==> src/rtl/bunch_of_reg_pkg.sv <==
// rtl/bunch_of_reg_pkg.sv - shared constants and types for the register bunch readback path
package bunch_of_reg_pkg;

  localparam int DATA_W   = 8;
  localparam int ADDR_W   = 2;
  localparam int NUM_REGS = 3;

  localparam logic [ADDR_W-1:0] ADDR_Q0 = ADDR_W'(0);
  localparam logic [ADDR_W-1:0] ADDR_Q1 = ADDR_W'(1);
  localparam logic [ADDR_W-1:0] ADDR_Q2 = ADDR_W'(2);

  localparam logic [ADDR_W-1:0] LAST_ADDR = ADDR_W'(NUM_REGS - 1);

  typedef enum logic {
    ST_IDLE = 1'b0,
    ST_RESP = 1'b1
  } state_e;

endpackage

==> src/rtl/bunch_of_reg_snapshot.sv <==
// rtl/bunch_of_reg_snapshot.sv - capture-enabled copy of q0..q2 with address-indexed read mux
module bunch_of_reg_snapshot
  import bunch_of_reg_pkg::*;
(
  input  logic              clk,
  input  logic              rst_n,
  input  logic              i_capture,
  input  logic [DATA_W-1:0] i_q0,
  input  logic [DATA_W-1:0] i_q1,
  input  logic [DATA_W-1:0] i_q2,
  input  logic [ADDR_W-1:0] i_rd_addr,
  output logic [DATA_W-1:0] o_rd_data,
  output logic              o_rd_err
);

  logic [DATA_W-1:0] r_snap_q0;
  logic [DATA_W-1:0] r_snap_q1;
  logic [DATA_W-1:0] r_snap_q2;

  always_ff @(posedge clk or negedge rst_n) begin
    if (!rst_n) begin
      r_snap_q0 <= '0;
      r_snap_q1 <= '0;
      r_snap_q2 <= '0;
    end else if (i_capture) begin
      r_snap_q0 <= i_q0;
      r_snap_q1 <= i_q1;
      r_snap_q2 <= i_q2;
    end
  end

  // Out-of-range addresses read as zero and flag the error.
  always_comb begin
    o_rd_data = '0;
    o_rd_err  = 1'b0;
    case (i_rd_addr)
      ADDR_Q0: o_rd_data = r_snap_q0;
      ADDR_Q1: o_rd_data = r_snap_q1;
      ADDR_Q2: o_rd_data = r_snap_q2;
      default: o_rd_err  = 1'b1;
    endcase
  end

endmodule

==> src/rtl/bunch_of_reg_reader.sv <==
// rtl/bunch_of_reg_reader.sv - request/response readback of the register bunch, single or scan
module bunch_of_reg_reader
  import bunch_of_reg_pkg::*;
(
  input  logic              clk,
  input  logic              rst_n,
  input  logic [DATA_W-1:0] q0,
  input  logic [DATA_W-1:0] q1,
  input  logic [DATA_W-1:0] q2,
  input  logic              req_valid,
  output logic              req_ready,
  input  logic [ADDR_W-1:0] req_addr,
  input  logic              req_scan,
  output logic              rsp_valid,
  input  logic              rsp_ready,
  output logic [DATA_W-1:0] rsp_data,
  output logic [ADDR_W-1:0] rsp_addr,
  output logic              rsp_err,
  output logic              rsp_last
);

  state_e            r_state;
  logic              r_req_ready;
  logic              r_rsp_valid;
  logic              r_last;
  logic [ADDR_W-1:0] r_addr;

  logic              w_req_fire;
  logic [ADDR_W-1:0] w_next_addr;
  logic [DATA_W-1:0] w_rd_data;
  logic              w_rd_err;

  assign w_req_fire  = req_valid && r_req_ready && (r_state == ST_IDLE);
  assign w_next_addr = r_addr + ADDR_W'(1);

  bunch_of_reg_snapshot u_snapshot (
    .clk       (clk),
    .rst_n     (rst_n),
    .i_capture (w_req_fire),
    .i_q0      (q0),
    .i_q1      (q1),
    .i_q2      (q2),
    .i_rd_addr (r_addr),
    .o_rd_data (w_rd_data),
    .o_rd_err  (w_rd_err)
  );

  // r_addr doubles as the scan index; it stops at LAST_ADDR so it never wraps.
  always_ff @(posedge clk or negedge rst_n) begin
    if (!rst_n) begin
      r_state     <= ST_IDLE;
      r_req_ready <= 1'b0;
      r_rsp_valid <= 1'b0;
      r_last      <= 1'b0;
      r_addr      <= '0;
    end else begin
      case (r_state)
        ST_IDLE: begin
          if (w_req_fire) begin
            r_state     <= ST_RESP;
            r_req_ready <= 1'b0;
            r_rsp_valid <= 1'b1;
            if (req_scan) begin
              r_addr <= '0;
              r_last <= (LAST_ADDR == '0);
            end else begin
              r_addr <= req_addr;
              r_last <= 1'b1;
            end
          end else begin
            r_req_ready <= 1'b1;
          end
        end
        ST_RESP: begin
          if (rsp_ready) begin
            if (r_last) begin
              r_state     <= ST_IDLE;
              r_req_ready <= 1'b1;
              r_rsp_valid <= 1'b0;
              r_last      <= 1'b0;
            end else begin
              r_addr <= w_next_addr;
              r_last <= (w_next_addr == LAST_ADDR);
            end
          end
        end
      endcase
    end
  end

  assign req_ready = r_req_ready;
  assign rsp_valid = r_rsp_valid;
  assign rsp_addr  = r_addr;
  assign rsp_last  = r_last;
  assign rsp_data  = r_rsp_valid ? w_rd_data : '0;
  assign rsp_err   = r_rsp_valid & w_rd_err;

endmodule

==> config.mk <==
export PLATFORM = sky130hd
export DESIGN_NAME = bunch_of_reg_reader
export DESIGN_NICKNAME = d
export VERILOG_FILES = /design/src/rtl/bunch_of_reg_pkg.sv /design/src/rtl/bunch_of_reg_snapshot.sv /design/src/rtl/bunch_of_reg_reader.sv
export SDC_FILE = /design/constraint.sdc
export NUM_CORES = 1
export LEC_CHECK = 0
export BUFFER_PORTS_ARGS = -buffer_cell sky130_fd_sc_hd__clkbuf_2
export CAP_MARGIN = 10
export CORE_MARGIN = 5
export CORE_UTILIZATION = 45
export DETAILED_ROUTE_END_ITERATION = 12
export PLACE_DENSITY = 0.76
export SYNTH_ARGS = -nofsm -noshare
export SYNTH_HDL_FRONTEND = slang
export SYNTH_SLANG_ARGS = --single-unit
==> constraint.sdc <==
create_clock -name clk -period 2 [get_ports clk]
set_clock_uncertainty 0.1 [all_clocks]
set_input_delay 0.6 -clock clk [delete_from_list [all_inputs] [get_ports clk]]
set_output_delay 0.6 -clock clk [all_outputs]
set_load 0.02 [all_outputs]
==> results.py <==
metrics = {
    "floorplanning": {
        "rows": 21,
        "dieHeight_microns": 67.98,
        "initial_core_util_pct": 46.06,
        "core_sq_um": 3284,
        "ios": 45,
        "fp.dieW_microns": 67.98,
        "die_area_sq_um": 4621,
    },
    "worst_setup_path": {
        "critPathCaptureType": "output pin",
        "path_buf_inv": 2,
        "worstPathArrival_ps": 1690,
        "slowest_stage": "dfrtp_2",
        "cp_max_fo": 8,
        "crit_family": "flip-flops",
        "cpPeakStageDelay_ps": 450,
        "cp-start-kind": "register",
        "path_class": "reg2out",
        "rrSetupSlack_ps": 510,
        "cp.required_ps": 1300,
        "cp_cell_sequence": "inv_4, ha_4, a222oi_1, nor2_2, clkbuf_8",
    },
    "clock_network": {
        "clk_pin_slew_ps": 90,
        "clock_path_buffers": 2,
        "worstSkewPairLatency_ps": 330,
        "htree_levels": 2,
        "clock_sinks": 30,
        "cts_buffers": 5,
        "cts_root_buf": "clkbuf_4",
        "cts_tree": "done",
    },
    "timing": {
        "grt_setup_unrepaired": "true",
        "setup_slack_ps": -392.0,
        "finalCritPeriodShare_pct": 119.6,
        "maxSlewViolCount": 0,
        "finalSetupViolations": 9,
        "slew_headroom_pct": 72.79,
        "hold_viol": 0,
        "period_needed_ps": 2392,
        "hold_slack_ps": 39.48,
        "worstMarginPinSlew_ps": 408.2,
        "final.setup.tns_ps": -3098,
        "fmax_mhz": 418.1,
    },
    "job": {
        "drv_cap": 0,
    },
    "final_layout": {
        "seq_area_sq_um": 753.2,
        "drive_gt1_share_pct": 62.73,
        "insertedDiodeCount": 0,
        "final.fill_count": 258,
        "nets": 196,
        "final_common_cell": "clkbuf_2",
        "multiInputGateArea_sq_um": 749.5,
        "fin_util_pct": 61.75,
        "area_delta_synth_final_pct": 34.08,
        "final_cell_mix": "clkbuf_2, dfrtp_1, mux2_4",
    },
    "power_and_ir_drop": {
        "p_clk_share_pct": 13.9,
        "power_mw": 3.385,
        "ir_drop_mv": 0.7739,
        "switching_share_pct": 36.60,
        "powerDensity_nw_per_um2": 1669,
        "power_frac_comb_pct": 51.1,
        "p_int_mw": 2.146,
        "seqPwrFrac_pct": 35.0,
        "leakage_nw": 0.9655,
        "p_sw_mw": 1.239,
    },
    "detailed_routing": {
        "drtPass1Iterations": 5,
        "avgViaCountPerCell": 5.213,
        "drc": 0,
        "drt.antenna.violating_nets": 0,
        "wl_microns": 3444,
        "num_vias": 1079,
        "wl_per_cell_microns": 16.64,
        "drt_iter0_markers": 109,
    },
    "grt": {
        "grt-ovfl-total": 0,
        "grt_pass1_vias": 1213,
        "grt_pass1_wl_microns": 5664,
        "antenna_found_initial": 0,
        "grt_max_degree": 27,
        "grtUsageTotal_pct": 16.92,
    },
    "placement": {
        "post-place-ws_ps": -82.92,
        "gp_congestion": 0.8141,
        "hpwl_microns": 2509,
        "port_buffers": 44,
    },
    "synthesis": {
        "syn_avg_cell_area_sq_um": 13.88,
        "ys_seq_area_share_pct": 49.63,
        "synth_warnings": 0,
        "ys_types": 29,
        "syn-cell-area_sq_um": 1513,
        "netlist_instances": 109,
        "synth_fp_nets": 145,
        "synth_seq_cells": 30,
    },
    "run_status": {
        "failed_checks": "setup timing",
        "status": "finished, violations left",
    },
    "worst_hold_path": {
        "hold_path_class": "in2async",
    },
}
flip-flops by register name (all words and copies together) (netlist names):
signal and cells:
rsp_valid 1, rsp_last 1, u_snapshot.r_snap_q1 8, u_snapshot.r_snap_q0 8, r_state 1, req_ready 1
u_snapshot.r_snap_q2 8, rsp_addr 2
per-layer routing:
metal | global-route usage, % | share of wire [%] | vias up
li1 | - | - | 501
met1 | 19.67 | 40 | 533
met2 | 27.68 | 51 | 36
met3 | 5.583 | 7.0 | 9
met4 | 8.685 | 1.8 | 0
met5 | 0 | 0 | -
synthesized netlist by cell type:
| cell | instances | share of area, % |
|---|---|---|
| nand2_1 | 1 | 0.25 |
| mux2_4 | 18 | 18 |
| a31oi_1 | 2 | 0.83 |
| nor4b_1 | 1 | 0.58 |
| and3_1 | 1 | 0.41 |
| a222oi_1 | 8 | 5.3 |
| mux2_2 | 6 | 4.5 |
| and4b_1 | 1 | 0.66 |
| buf_12 | 2 | 2.6 |
| and2_1 | 1 | 0.41 |
| xnor2_1 | 1 | 0.58 |
| a21oi_1 | 4 | 1.3 |
| nor2_1 | 8 | 2.0 |
| ha_1 | 5 | 4.1 |
| a311o_1 | 1 | 0.66 |
| nor2b_1 | 2 | 0.83 |
| nor2_8 | 1 | 1.3 |
| a211o_1 | 1 | 0.58 |
| o21bai_1 | 1 | 0.50 |
| inv_1 | 4 | 0.99 |
| nand2_4 | 1 | 0.74 |
| clkbuf_1 | 3 | 0.74 |
| nand2b_1 | 1 | 0.41 |
| o21ai_0 | 1 | 0.33 |
| dfrtp_1 | 30 | 50 |
| buf_1 | 1 | 0.25 |
| o22a_1 | 1 | 0.58 |
| buf_4 | 1 | 0.50 |
| a211oi_1 | 1 | 0.50 |
layout make-up:
class / count / area share, %
sequential: 30 / 37.14
multi-input combinational: 68 / 36.95
timing repair buffer: 51 / 18.38
tap: 46 / 2.838
clock inverter: 3 / 1.974
clock buffer: 5 / 1.851
inverter: 4 / 0.8637
path summary, 6_finish.rpt:
path                                           endpoint                    start  cells after the start
worst max-delay path                        rsp_data[4]              rsp_addr[0]                      5
worst min-delay path            u_snapshot.r_snap_q2[0]                    rst_n                      1
worst max register to register  u_snapshot.r_snap_q0[2]                req_ready                      4
worst min register to register  u_snapshot.r_snap_q2[6]  u_snapshot.r_snap_q2[6]                      1
max in group asynchronous       u_snapshot.r_snap_q0[5]                    rst_n                      2
min in group clk                u_snapshot.r_snap_q1[4]                    q1[4]                      2
metrics by stage:
step | area (sq um) | instances
after floorplan | 1549 | 109
after global placement | 1810 | 198
after detailed placement | 1810 | 198
after CTS | 1994 | 206
after global routing | 2028 | 207
final | 2028 | 207
cell families (layout without fill, tap and decap cells):
logic type               count (synthesis)  in the layout  synth area share [%]
XOR/XNOR                                 1              1                0.5791
adder cells (fa/ha/maj)                  5              5                 4.136
multiplexers                            24             24                 22.33
buffers and inverters                   11             63                 5.128
flip-flops                              30             30                 49.63
AO/OA/AOI/OAI                           20             20                 10.59
AND/OR/NAND/NOR                         18             18                 7.610
timing repair:
item / CTS / global route
endpoints found under the setup margin: 9 / 9
hold buffers: 0 / 0
pin swaps: 2 / 6
setup buffers: 0 / 1
resized for setup: 23 / 7
worst register-to-register path, cell delays in order (launching register included):
cell and delay (ps):
dfrtp_1 490, nand2_4 110, nor2_8 100, buf_12 210, mux2_2 370
power by group through the flow:
stage	Clock, mW	Combinational, mW	Sequential [mW]
2_1_floorplan	0	1.08	1.14
3_3_place_gp	0	1.43	1.14
3_5_place_dp	0	1.47	1.16
4_1_cts	0.483	1.67	1.17
5_1_grt	0.506	1.86	1.22
6_report	0.470	1.73	1.18
No activity file was read; power rests on OpenSTA's default activity.
